$ cat config.mk
export PLATFORM = sky130hd
export DESIGN_NAME = uart_rx_fifo
export DESIGN_NICKNAME = d
export VERILOG_FILES = /design/src/rtl/uart_rx_fifo.sv
export SDC_FILE = /design/constraint.sdc
export NUM_CORES = 1
export LEC_CHECK = 0
export CORE_ASPECT_RATIO = 0.8
export CORE_UTILIZATION = 48
export CTS_CLUSTER_SIZE = 16
export DETAILED_ROUTE_END_ITERATION = 7
export GPL_TIMING_DRIVEN = 1
export MAX_ROUTING_LAYER = met4
export PLACE_DENSITY = 0.67
export SYNTH_ARGS = -nofsm -noshare
export SYNTH_HDL_FRONTEND = slang
export SYNTH_SLANG_ARGS = --single-unit
$ cat constraint.sdc
create_clock -name clk_i -period 3.11 [get_ports clk_i]
set_clock_uncertainty 0.15 [all_clocks]
set_input_delay 0.4665 -clock clk_i [delete_from_list [all_inputs] [get_ports clk_i]]
set_output_delay 0.4665 -clock clk_i [all_outputs]
set_load 0.005 [all_outputs]
$ cat src/rtl/uart_rx_fifo.sv
// uart_rx_fifo: receive-side byte FIFO between the UART receiver and the bus
// read path. First-word fall-through head, level/full/empty, sticky overflow
// and a level-type threshold interrupt.
// Optional feature: define UART_RX_FIFO_TIMEOUT_EN to add an idle-timeout
// interrupt (timeout_i / intr_timeout_o).
module uart_rx_fifo #(
    parameter int unsigned DEPTH = 8,
    parameter int unsigned WIDTH = 8,
    localparam int unsigned LW   = $clog2(DEPTH) + 1
) (
    input  logic             clk_i,
    input  logic             rst_ni,
    input  logic             rx_en,
    input  logic [WIDTH-1:0] rx_byte_i,
    input  logic             rx_dv_i,
    input  logic             pop_i,
    input  logic             clr_i,
    input  logic             ovf_clr_i,
    input  logic [LW-1:0]    thresh_i,
`ifdef UART_RX_FIFO_TIMEOUT_EN
    input  logic [15:0]      timeout_i,
    output logic             intr_timeout_o,
`endif
    output logic [WIDTH-1:0] rdata_o,
    output logic [LW-1:0]    level_o,
    output logic             empty_o,
    output logic             full_o,
    output logic             ovf_o,
    output logic             intr_rx_o
);

    localparam int unsigned AW = $clog2(DEPTH);

    logic [WIDTH-1:0] mem_q [DEPTH];
    logic [AW-1:0]    wptr_q;
    logic [AW-1:0]    rptr_q;
    logic [LW-1:0]    level_q;
    logic [LW-1:0]    level_nxt;
    logic             ovf_q;
    logic             intr_rx_q;
    logic             push;
    logic             pop;
    logic             wr_en;
    logic             drop;

    // Status decoded from the level counter; pointers alone never decide full/empty
    assign empty_o = (level_q == LW'(0));
    assign full_o  = (level_q == LW'(DEPTH));
    assign level_o = level_q;
    assign ovf_o   = ovf_q;
    assign intr_rx_o = intr_rx_q;
    assign rdata_o = empty_o ? WIDTH'(0) : mem_q[rptr_q];

    // A pop in the same cycle frees a slot, so a full FIFO still accepts the push
    assign push  = rx_en & rx_dv_i;
    assign pop   = pop_i & ~empty_o;
    assign wr_en = push & (~full_o | pop);
    assign drop  = push & full_o & ~pop;

    // Next level: clear wins, otherwise +1/-1/hold
    always_comb begin
        level_nxt = level_q;
        if (clr_i) begin
            level_nxt = LW'(0);
        end else begin
            case ({wr_en, pop})
                2'b10:   level_nxt = level_q + LW'(1);
                2'b01:   level_nxt = level_q - LW'(1);
                default: level_nxt = level_q;
            endcase
        end
    end

    // Storage array; not reset and not cleared by clr_i
    always_ff @(posedge clk_i) begin
        if (wr_en && !clr_i) begin
            mem_q[wptr_q] <= rx_byte_i;
        end
    end

    // Pointers, level, sticky overflow and threshold interrupt
    always_ff @(posedge clk_i or negedge rst_ni) begin
        if (!rst_ni) begin
            wptr_q    <= '0;
            rptr_q    <= '0;
            level_q   <= '0;
            ovf_q     <= 1'b0;
            intr_rx_q <= 1'b0;
        end else begin
            level_q   <= level_nxt;
            intr_rx_q <= (thresh_i != LW'(0)) && (level_nxt >= thresh_i);
            if (clr_i) begin
                wptr_q <= '0;
                rptr_q <= '0;
                ovf_q  <= 1'b0;
            end else begin
                if (wr_en) wptr_q <= wptr_q + AW'(1);
                if (pop)   rptr_q <= rptr_q + AW'(1);
                if (drop)           ovf_q <= 1'b1;
                else if (ovf_clr_i) ovf_q <= 1'b0;
            end
        end
    end

`ifdef UART_RX_FIFO_TIMEOUT_EN
    logic [15:0] idle_cnt_q;
    logic [15:0] idle_cnt_nxt;
    logic        intr_to_q;
    logic        activity;

    assign activity       = push | pop | clr_i;
    assign intr_timeout_o = intr_to_q;

    // Idle counter restarts on any FIFO activity or while empty, saturates at max
    always_comb begin
        idle_cnt_nxt = idle_cnt_q;
        if (activity || empty_o) begin
            idle_cnt_nxt = 16'(0);
        end else if (idle_cnt_q != 16'hFFFF) begin
            idle_cnt_nxt = idle_cnt_q + 16'(1);
        end
    end

    // Timeout interrupt holds until the next push, pop or clear
    always_ff @(posedge clk_i or negedge rst_ni) begin
        if (!rst_ni) begin
            idle_cnt_q <= '0;
            intr_to_q  <= 1'b0;
        end else begin
            idle_cnt_q <= idle_cnt_nxt;
            if (activity) begin
                intr_to_q <= 1'b0;
            end else if ((timeout_i != 16'(0)) && !empty_o && (idle_cnt_nxt == timeout_i)) begin
                intr_to_q <= 1'b1;
            end
        end
    end
`endif

endmodule

==> run_results.csv, run 1 <==
group,metric,value,unit
status,status,"finished, final reports clean",
clocking,numCtsBuffers,9,
placed_design,hpwl,4.25,mm
logic_synthesis,yosys.area.top_type,"edfxtp_1",
global_routing,grt_overflow,0,
clocking,cts_setup_buffers,0,
sta,fin_tns_setup,0,ps
routing,dr.max_layer_used,"met4",
clocking,clock-root-buffer,"clkbuf_8",
logic_synthesis,syn_inst,208,
setup_path,worstPathMaxFanout,5,
sta,rsz0062_at_grt,"no",
global_routing,grt_max_degree,18,
worst_hold_path,hp-class,"in -> async",
sta,post-route-period-util,92.3,%
global_routing,grt_antenna_before_repair,0,
cells_and_area,antenna_cells,0,
setup_path,critPathKind,"reg -> reg",
logic_synthesis,yosysSeqAreaShare,66.5,%
cells_and_area,fill_cells,509,
die,start_util,50.9,%
logic_synthesis,synth_cell_types,39,
setup_path,critPathLaunchType,"register",
clocking,clkSinkCount,76,
logic_synthesis,avgSynthCellArea,16.1,µm²
clocking,ctsResizeCount,0,
clocking,clkTransAtPathRegs,80,ps
sta,hold_viol,0,
setup_path,arrival,2940,ps
logic_synthesis,synth_nets,234,
sta,slew_viol_final,0,
routing,wire_per_inst,18.2,µm
sta,slew_headroom,59.4,%
clocking,clockBufferDepth,2,
cells_and_area,drive_gt1_share,20.5,%
logic_synthesis,synth_seq_cells,76,
cells_and_area,final_common_cell,"edfxtp_1",
die,die_w,95.3,µm
routing,wl,6.32,mm
clocking,cts_hold_buf,0,
routing,drc,0,
logic_synthesis,syn_area,0.00334,mm²
routing,drt_iter0_drc,133,
setup_path,r2r_setup_slack,240,ps
die,io_pins,35,
routing,vias,1903,
logic_synthesis,synth-main-ff-cell,"edfxtp_1",
routing,postRouteAntennaNets,0,
die,dieArea,0.00730,mm²
power_and_ir_drop,powerDensity,708,mW/mm²
cells_and_area,final_util,62.2,%
setup_path,end_kind,"register",
routing,routedLengthMet1,2.92,mm
routing,drtPass1Iterations,4,
flow_run,maxCapViolations,0,
global_routing,first_global_vias,1821,
placed_design,gp_congestion,0.829,
power_and_ir_drop,power.leakage,0.00143,µW
logic_synthesis,synth_area_leaders,"edfxtp_1, mux4_2, dfrtp_1",
setup_path,cp.required,3180,ps
global_routing,grt_first_pass_wirelength,9.89,mm
cells_and_area,nets,284,
sta,tightestPinTransition,606,ps
routing,wl_met2,2.89,mm
clocking,clk_latency,340,ps
die,die_h,76.6,µm
sta,holdWs,352,ps
sta,period_minus_slack,2870,ps
clocking,htree_levels,3,
logic_synthesis,ys_async_sr_fraction,15.8,%
setup_path,worstRegToRegCells,12,
die,row_count,26,
power_and_ir_drop,ir_worst_vdd,293,µV
logic_synthesis,synth.top_cell.area_share,57.5,%
global_routing,track_usage,20.3,%
sta,clock.fmax,348,MHz
cells_and_area,synthToLayoutAreaGrowth,22.3,%
routing,routed_via_density,5.48,
logic_synthesis,yosysWarnings,0,
cells_and_area,final_cell_mix,"edfxtp_1, clkdlybuf4s50_1, nor2_1",
sta,setup_viol,0,
logic_synthesis,synth-edff-count,64,
die,core,0.00657,mm²
placed_design,io_buffers,34,
routing,dr_wl_met3,395,µm
clocking,cts_tree,"yes",
power_and_ir_drop,power,2900,µW
[report_power, final]
group | internal [µW] | switching [µW] | leakage, µW
combinational | 497 | 405 | 0.000577
clock | 475 | 343 | 0.000111
sequential | 1140 | 36.9 | 0.000741
total | 2110 | 786 | 0.00143
[cells in the mapped netlist (3+ instances only)]
| library cell | n |
|---|---|
| a21o_1 | 3 |
| a21oi_1 | 5 |
| buf_2 | 5 |
| clkbuf_1 | 4 |
| dfrtp_1 | 12 |
| edfxtp_1 | 64 |
| ha_1 | 7 |
| inv_1 | 5 |
| mux2i_1 | 10 |
| mux4_2 | 16 |
| nand2_1 | 8 |
| nand2b_1 | 4 |
| nand3_1 | 3 |
| nor2_1 | 20 |
| nor2b_1 | 3 |
| nor3_1 | 7 |
| nor4_1 | 3 |
| xor2_1 | 3 |
[flip-flops by register name (all words and copies together) (netlist names)]
signal / flops
mem_q: 64
level_o: 4
rptr_q: 3
wptr_q: 3
intr_rx_o: 1
ovf_o: 1
[logic make-up after synthesis]
group | after synthesis | synth area share, %
buf+inv | 18 | 2.43
xor+xnor | 5 | 1.31
mux | 27 | 14.1
simple gates | 57 | 8.72
compound gates | 18 | 4.34
fa+ha+maj | 7 | 2.62
flops | 76 | 66.5
[final timing paths]
kind | from | end
min reg2reg | rptr_q[1] | rptr_q[1]
max in group asynchronous | rst_ni | wptr_q[0]
min in group clk_i | rptr_q[1] | rptr_q[1]
max reg2reg | level_o[1] | intr_rx_o
max | level_o[1] | intr_rx_o
min | rst_ni | ovf_o
[worst max-delay path, stage by stage (launching register included)]
cell and delay, ps:
dfrtp_1 460, o41ai_4 380, nor2_1 100, nor2_1 90, a21oi_1 50, ha_1 330
nand2_1 70, a21o_1 170, a31oi_1 210, ha_1 260, a21o_1 160, a211oi_1 240
nor3_1 70
[through the flow]
step                setup WS, ps  instances  instance area (µm²)
floorplan                    279        208                 3340
global placement           -15.7        331                 3870
detailed placement         -46.2        331                 3870
CTS                          238        347                 4090
global route                1.27        347                 4090
finish                       240        347                 4090
[per-layer routing]
layer,up-vias,GRT usage [%]
li1,905,-
met1,920,28.2
met2,67,28.2
met3,11,5.99
met4,0,7.88
met5,-,-
[area by class of cell]
type,instances,area [µm²],share of cell area (%)
inverters,6,22.5,0.551
repair buffers,51,468,11.4
flip-flops and latches,76,2220,54.3
clock buffers,12,145,3.55
clock inverters,4,73.8,1.81
well taps,84,105,2.57
multi-input cells,114,1050,25.7
No activity file was read; power rests on OpenSTA's default activity.
==> inputs of run 2 (changes only) <==
CORE_UTILIZATION = 45   (was 48)
PLACE_DENSITY = 0.64   (was 0.67)
==> run_results.csv, run 2 (synthesis gave the netlist of run 1 again) <==
group,metric,value,unit
power_and_ir_drop,power.leakage,0.00142,µW
power_and_ir_drop,powerDensity,699,mW/mm²
clocking,clockBufferDepth,2,
global_routing,grt_antenna_before_repair,0,
global_routing,track_usage,19.0,%
placed_design,hpwl,4.32,mm
cells_and_area,final_common_cell,"edfxtp_1",
sta,hold_viol,0,
die,start_util,47.6,%
die,die_w,98.4,µm
die,dieArea,0.00778,mm²
worst_hold_path,hp-class,"in -> async",
clocking,clock-root-buffer,"clkbuf_8",
cells_and_area,nets,284,
cells_and_area,final_cell_mix,"edfxtp_1, clkdlybuf4s50_1, nor2_1",
cells_and_area,synthToLayoutAreaGrowth,23.0,%
sta,fin_tns_setup,0,ps
clocking,htree_levels,3,
clocking,clk_latency,330,ps
cells_and_area,top_register,"mem_q",
sta,setup_ws,272,ps
setup_path,worstReg2RegEnd,"intr_rx_o",
sta,slew_viol_final,0,
routing,vias,1911,
setup_path,end_kind,"output pin",
routing,drtPass1Iterations,6,
global_routing,grt_first_pass_wirelength,10.2,mm
clocking,cts_hold_buf,0,
clocking,clkTransAtPathRegs,70,ps
sta,setup_viol,0,
cells_and_area,final_util,58.5,%
clocking,cts_tree,"yes",
die,row_count,27,
routing,routed_via_density,5.48,
setup_path,startpoint,"rptr_q[0]",
setup_path,cp.required,2490,ps
power_and_ir_drop,ir_worst_vdd,321,µV
routing,postRouteAntennaNets,0,
global_routing,first_global_vias,1952,
cells_and_area,drive_gt1_share,21.4,%
cells_and_area,antenna_cells,0,
sta,clock.fmax,352,MHz
clocking,numCtsBuffers,9,
setup_path,slowest_stage,"mux4_2",
placed_design,place_ws,-91.9,ps
power_and_ir_drop,power,2880,µW
sta,slew_headroom,58.8,%
setup_path,r2r_setup_slack,280,ps
placed_design,io_buffers,34,
setup_path,worstPathMaxFanout,7,
sta,tightestPinTransition,617,ps
setup_path,arrival,2220,ps
setup_path,critPathKind,"reg -> out",
placed_design,dp_cells,334,
sta,period_minus_slack,2840,ps
setup_path,r2r_start,"level_o[1]",
clocking,clkSinkCount,76,
setup_path,critPathLaunchType,"register",
sta,post-route-period-util,91.2,%
routing,wire_per_inst,18.3,µm
status,status,"finished, final reports clean",
cells_and_area,instances_no_fill,349,
setup_path,slowest_delay,520,ps
placed_design,gp_congestion,0.811,
die,io_pins,35,
die,die_h,79.1,µm
flow_run,maxCapViolations,0,
routing,drt_iter0_drc,110,
global_routing,grt_max_degree,13,
cells_and_area,largest_reg_flops,64,
sta,rsz0062_at_grt,"no",
routing,drc,0,
routing,wl,6.40,mm
setup_path,crit_chain,"buf_4 > mux4_2 > mux2i_1 > nor2_1 > clkdlybuf4s50_1",
setup_path,worstRegToRegCells,12,
die,core,0.00703,mm²
global_routing,grt_overflow,0,
setup_path,cp-endpoint,"rdata_o[7]",
==> run 2: cell types whose count changed in the layout (fill, tap and decap cells not counted) <==
cell / delta
buf_4: -2
a31oi_1: -1
clkbuf_8: -1
dfrtp_1: -2
clkbuf_1: -1
dfrtp_2: +2
a31oi_2: +1
clkinv_1: +1
buf_12: +2
==> run 2: layout make-up <==
cell class | count | area [µm²]
fill | 550 | 2910
sequential | 76 | 2220
multi-input combinational | 114 | 1060
timing repair buffer | 51 | 493
clock buffer | 10 | 128
tap | 87 | 109
clock inverter | 5 | 77.6
inverter | 6 | 22.5
==> run 2: per-layer routing <==
metal | track usage, % | part of all wire [%] | up-vias
li1 | - | - | 902
met1 | 24.9 | 45 | 959
met2 | 28.4 | 49 | 46
met3 | 5.63 | 4.9 | 4
met4 | 7.16 | 1.1 | 0
met5 | - | 0 | -
==> run 2: what timing repair did <==
item | 4_1_cts | 5_1_grt
setup endpoints to repair | 0 | 3
gates resized for setup | 0 | 3
setup buffers | 0 | 0
==> run 2: through the flow <==
stage / hold WS [ps] / instance area (µm²)
after global placement: 471 / 3900
final: 366 / 4110
after detailed placement: 467 / 3900
after global routing: 405 / 4110
after floorplan: 20.9 / 3340
after CTS: 361 / 4100
==> run 2: how the worst min path moves through the flow <==
stage / slack, ps / depth (start not counted) / from / end
floorplan: 20 / 0 / rst_ni / intr_rx_o
global placement: 470 / 2 / wptr_q[2] / wptr_q[2]
detailed placement: 470 / 2 / wptr_q[2] / wptr_q[2]
CTS: 360 / 1 / rst_ni / level_o[2]
global route: 410 / 1 / rst_ni / level_o[2]
finish: 370 / 1 / rst_ni / level_o[2]
==> run 2: worst max-delay path, delay by kind of cell (launching register included) <==
kind,cells,cell delay [ps]
and+or+nand+nor,1,50
muxes,2,650
DFF,1,490
buffers and inverters,2,680
==> run 2: power by group <==
group / total [µW] / leakage, µW / switching, µW / internal (µW)
clock: 774 / 0.000104 / 330 / 445
combinational: 896 / 0.000583 / 379 / 517
sequential: 1210 / 0.000738 / 64.9 / 1140
total: 2880 / 0.00142 / 774 / 2100
==> inputs of run 3 (changes only) <==
SETUP_SLACK_MARGIN = 0.5   (was not set)
==> run_results.csv, run 3 (synthesis gave the netlist of run 1 again) <==
group,metric,value,unit
setup_path,arrival,2860,ps
routing,vias,2051,
cells_and_area,instances_no_fill,381,
sta,setup_ws,326,ps
clocking,clockBufferDepth,2,
placed_design,io_buffers,34,
placed_design,placed_area,0.00391,mm²
power_and_ir_drop,powerDensity,725,mW/mm²
die,core,0.00703,mm²
clocking,clkTransAtPathRegs,80,ps
cells_and_area,drive_gt1_share,33.3,%
cells_and_area,top_register,"mem_q",
status,status,"finished, violations left",
clocking,clkSinkCount,76,
routing,drc,2,
sta,hold_viol,0,
sta,setup_viol,0,
placed_design,hpwl,4.36,mm
routing,wl,6.80,mm
cells_and_area,nets,315,
clocking,htree_levels,3,
placed_design,gp_congestion,0.861,
setup_path,critPathLaunchType,"register",
clocking,cts_tree,"yes",
sta,period_minus_slack,2780,ps
global_routing,track_usage,19.7,%
global_routing,first_global_vias,1989,
sta,tightestPinTransition,606,ps
cells_and_area,antenna_cells,0,
die,io_pins,35,
global_routing,grt_antenna_before_repair,0,
setup_path,cp.required,3180,ps
cells_and_area,fin_area,0.00440,mm²
sta,post-route-period-util,89.5,%
clocking,cts_hold_buf,0,
placed_design,place_ws,-114,ps
clocking,clk_latency,340,ps
clocking,clock-root-buffer,"clkbuf_8",
routing,drt_iter0_drc,160,
placed_design,dp_cells,339,
routing,drtPass1Iterations,8,
global_routing,grt_first_pass_wirelength,10.6,mm
routing,postRouteAntennaNets,0,
cells_and_area,synthToLayoutAreaGrowth,31.7,%
die,die_h,79.1,µm
die,start_util,47.6,%
clocking,numCtsBuffers,9,
setup_path,worstPathMaxFanout,4,
flow_run,maxCapViolations,0,
routing,routed_via_density,5.38,
global_routing,grt_overflow,0,
routing,wire_per_inst,17.9,µm
power_and_ir_drop,power,3190,µW
die,die_w,98.4,µm
sta,clock.fmax,359,MHz
power_and_ir_drop,ir_worst_vdd,303,µV
sta,slew_viol_final,0,
die,dieArea,0.00778,mm²
sta,slew_headroom,59.5,%
status,violations,"DRC",
cells_and_area,final_common_cell,"edfxtp_1",
setup_path,end_kind,"register",
power_and_ir_drop,power.leakage,0.00166,µW
cells_and_area,final_cell_mix,"edfxtp_1, buf_4, clkdlybuf4s50_1",
sta,holdWs,354,ps
cells_and_area,fill_cells,539,
cells_and_area,largest_reg_flops,64,
worst_hold_path,hp-class,"in -> async",
global_routing,grt_max_degree,15,
die,row_count,27,
setup_path,critPathKind,"reg -> reg",
sta,rsz0062_at_grt,"yes",
## run 3: cell count changes in the layout (fill, tap and decap cells not counted), sizes merged
cell | before | now
clkbuf | 10 | 14
buf | 17 | 46
bufinv | 2 | 1
clkinv | 4 | 5
dlygate4sd2 | 0 | 5
inv | 5 | 8
dlymetal6s2s | 0 | 2
clkdlybuf4s50 | 34 | 23
## run 3: timing repair
item,4_1_cts,5_1_grt
pin swaps,11,3
setup buffers,14,10
gates cloned,1,1
gates resized for setup,25,14
setup endpoints to repair,11,7
## run 3: where the power goes
group	leakage (µW)	switching [µW]	internal [µW]	total, µW
Combinational	0.000818	523	739	1260
Sequential	0.000736	45.8	1140	1190
Clock	0.000102	365	376	742
## run 3: per-layer routing
metal / track usage, % / vias to the layer above / part of all wire (%)
met5: - / - / 0
li1: - / 976 / -
met3: 5.02 / 4 / 6.2
met4: 5.22 / 0 / 0.75
met1: 27.7 / 1020 / 46
met2: 28.8 / 51 / 47
## run 3: stage by stage
stage | TNS (ps) | util, %
after floorplan | 0 | -
after global placement | -15.8 | 55.6
after detailed placement | -114 | 55.6
after CTS | 0 | 61.1
after global routing | 0 | 62.6
final | 0 | 62.6
## run 3: final cells by class
class | instances | area (µm²) | area share (%)
clock buffers | 9 | 124 | 2.81
clock inverters | 7 | 73.8 | 1.68
repair inverters | 1 | 8.76 | 0.199
inverters | 6 | 35.0 | 0.796
flip-flops and latches | 76 | 2230 | 50.6
well taps | 87 | 109 | 2.47
multi-input cells | 114 | 1100 | 24.9
repair buffers | 81 | 729 | 16.6
## run 3: worst max-delay path: stages, from the launching register on
cell,delay (ps)
dfrtp_2,460
o41ai_4,390
nor2_1,120
nor2_1,110
a21oi_1,50
ha_1,310
nand2_1,50
a21o_1,200
a31oi_4,180
ha_1,250
a21o_1,160
a211oi_2,160
nor3_1,70
## run 3: final timing paths
check                            from   endpoint  slack, ps  cells past startpoint
max                        level_o[2]  intr_rx_o        330                     12
min                            rst_ni  intr_rx_o        350                      1
max reg2reg                level_o[2]  intr_rx_o        330                     12
min reg2reg                     ovf_o      ovf_o        480                      3
max in group asynchronous      rst_ni  rptr_q[0]       2030                      1
min in group clk_i              ovf_o      ovf_o        480                      3
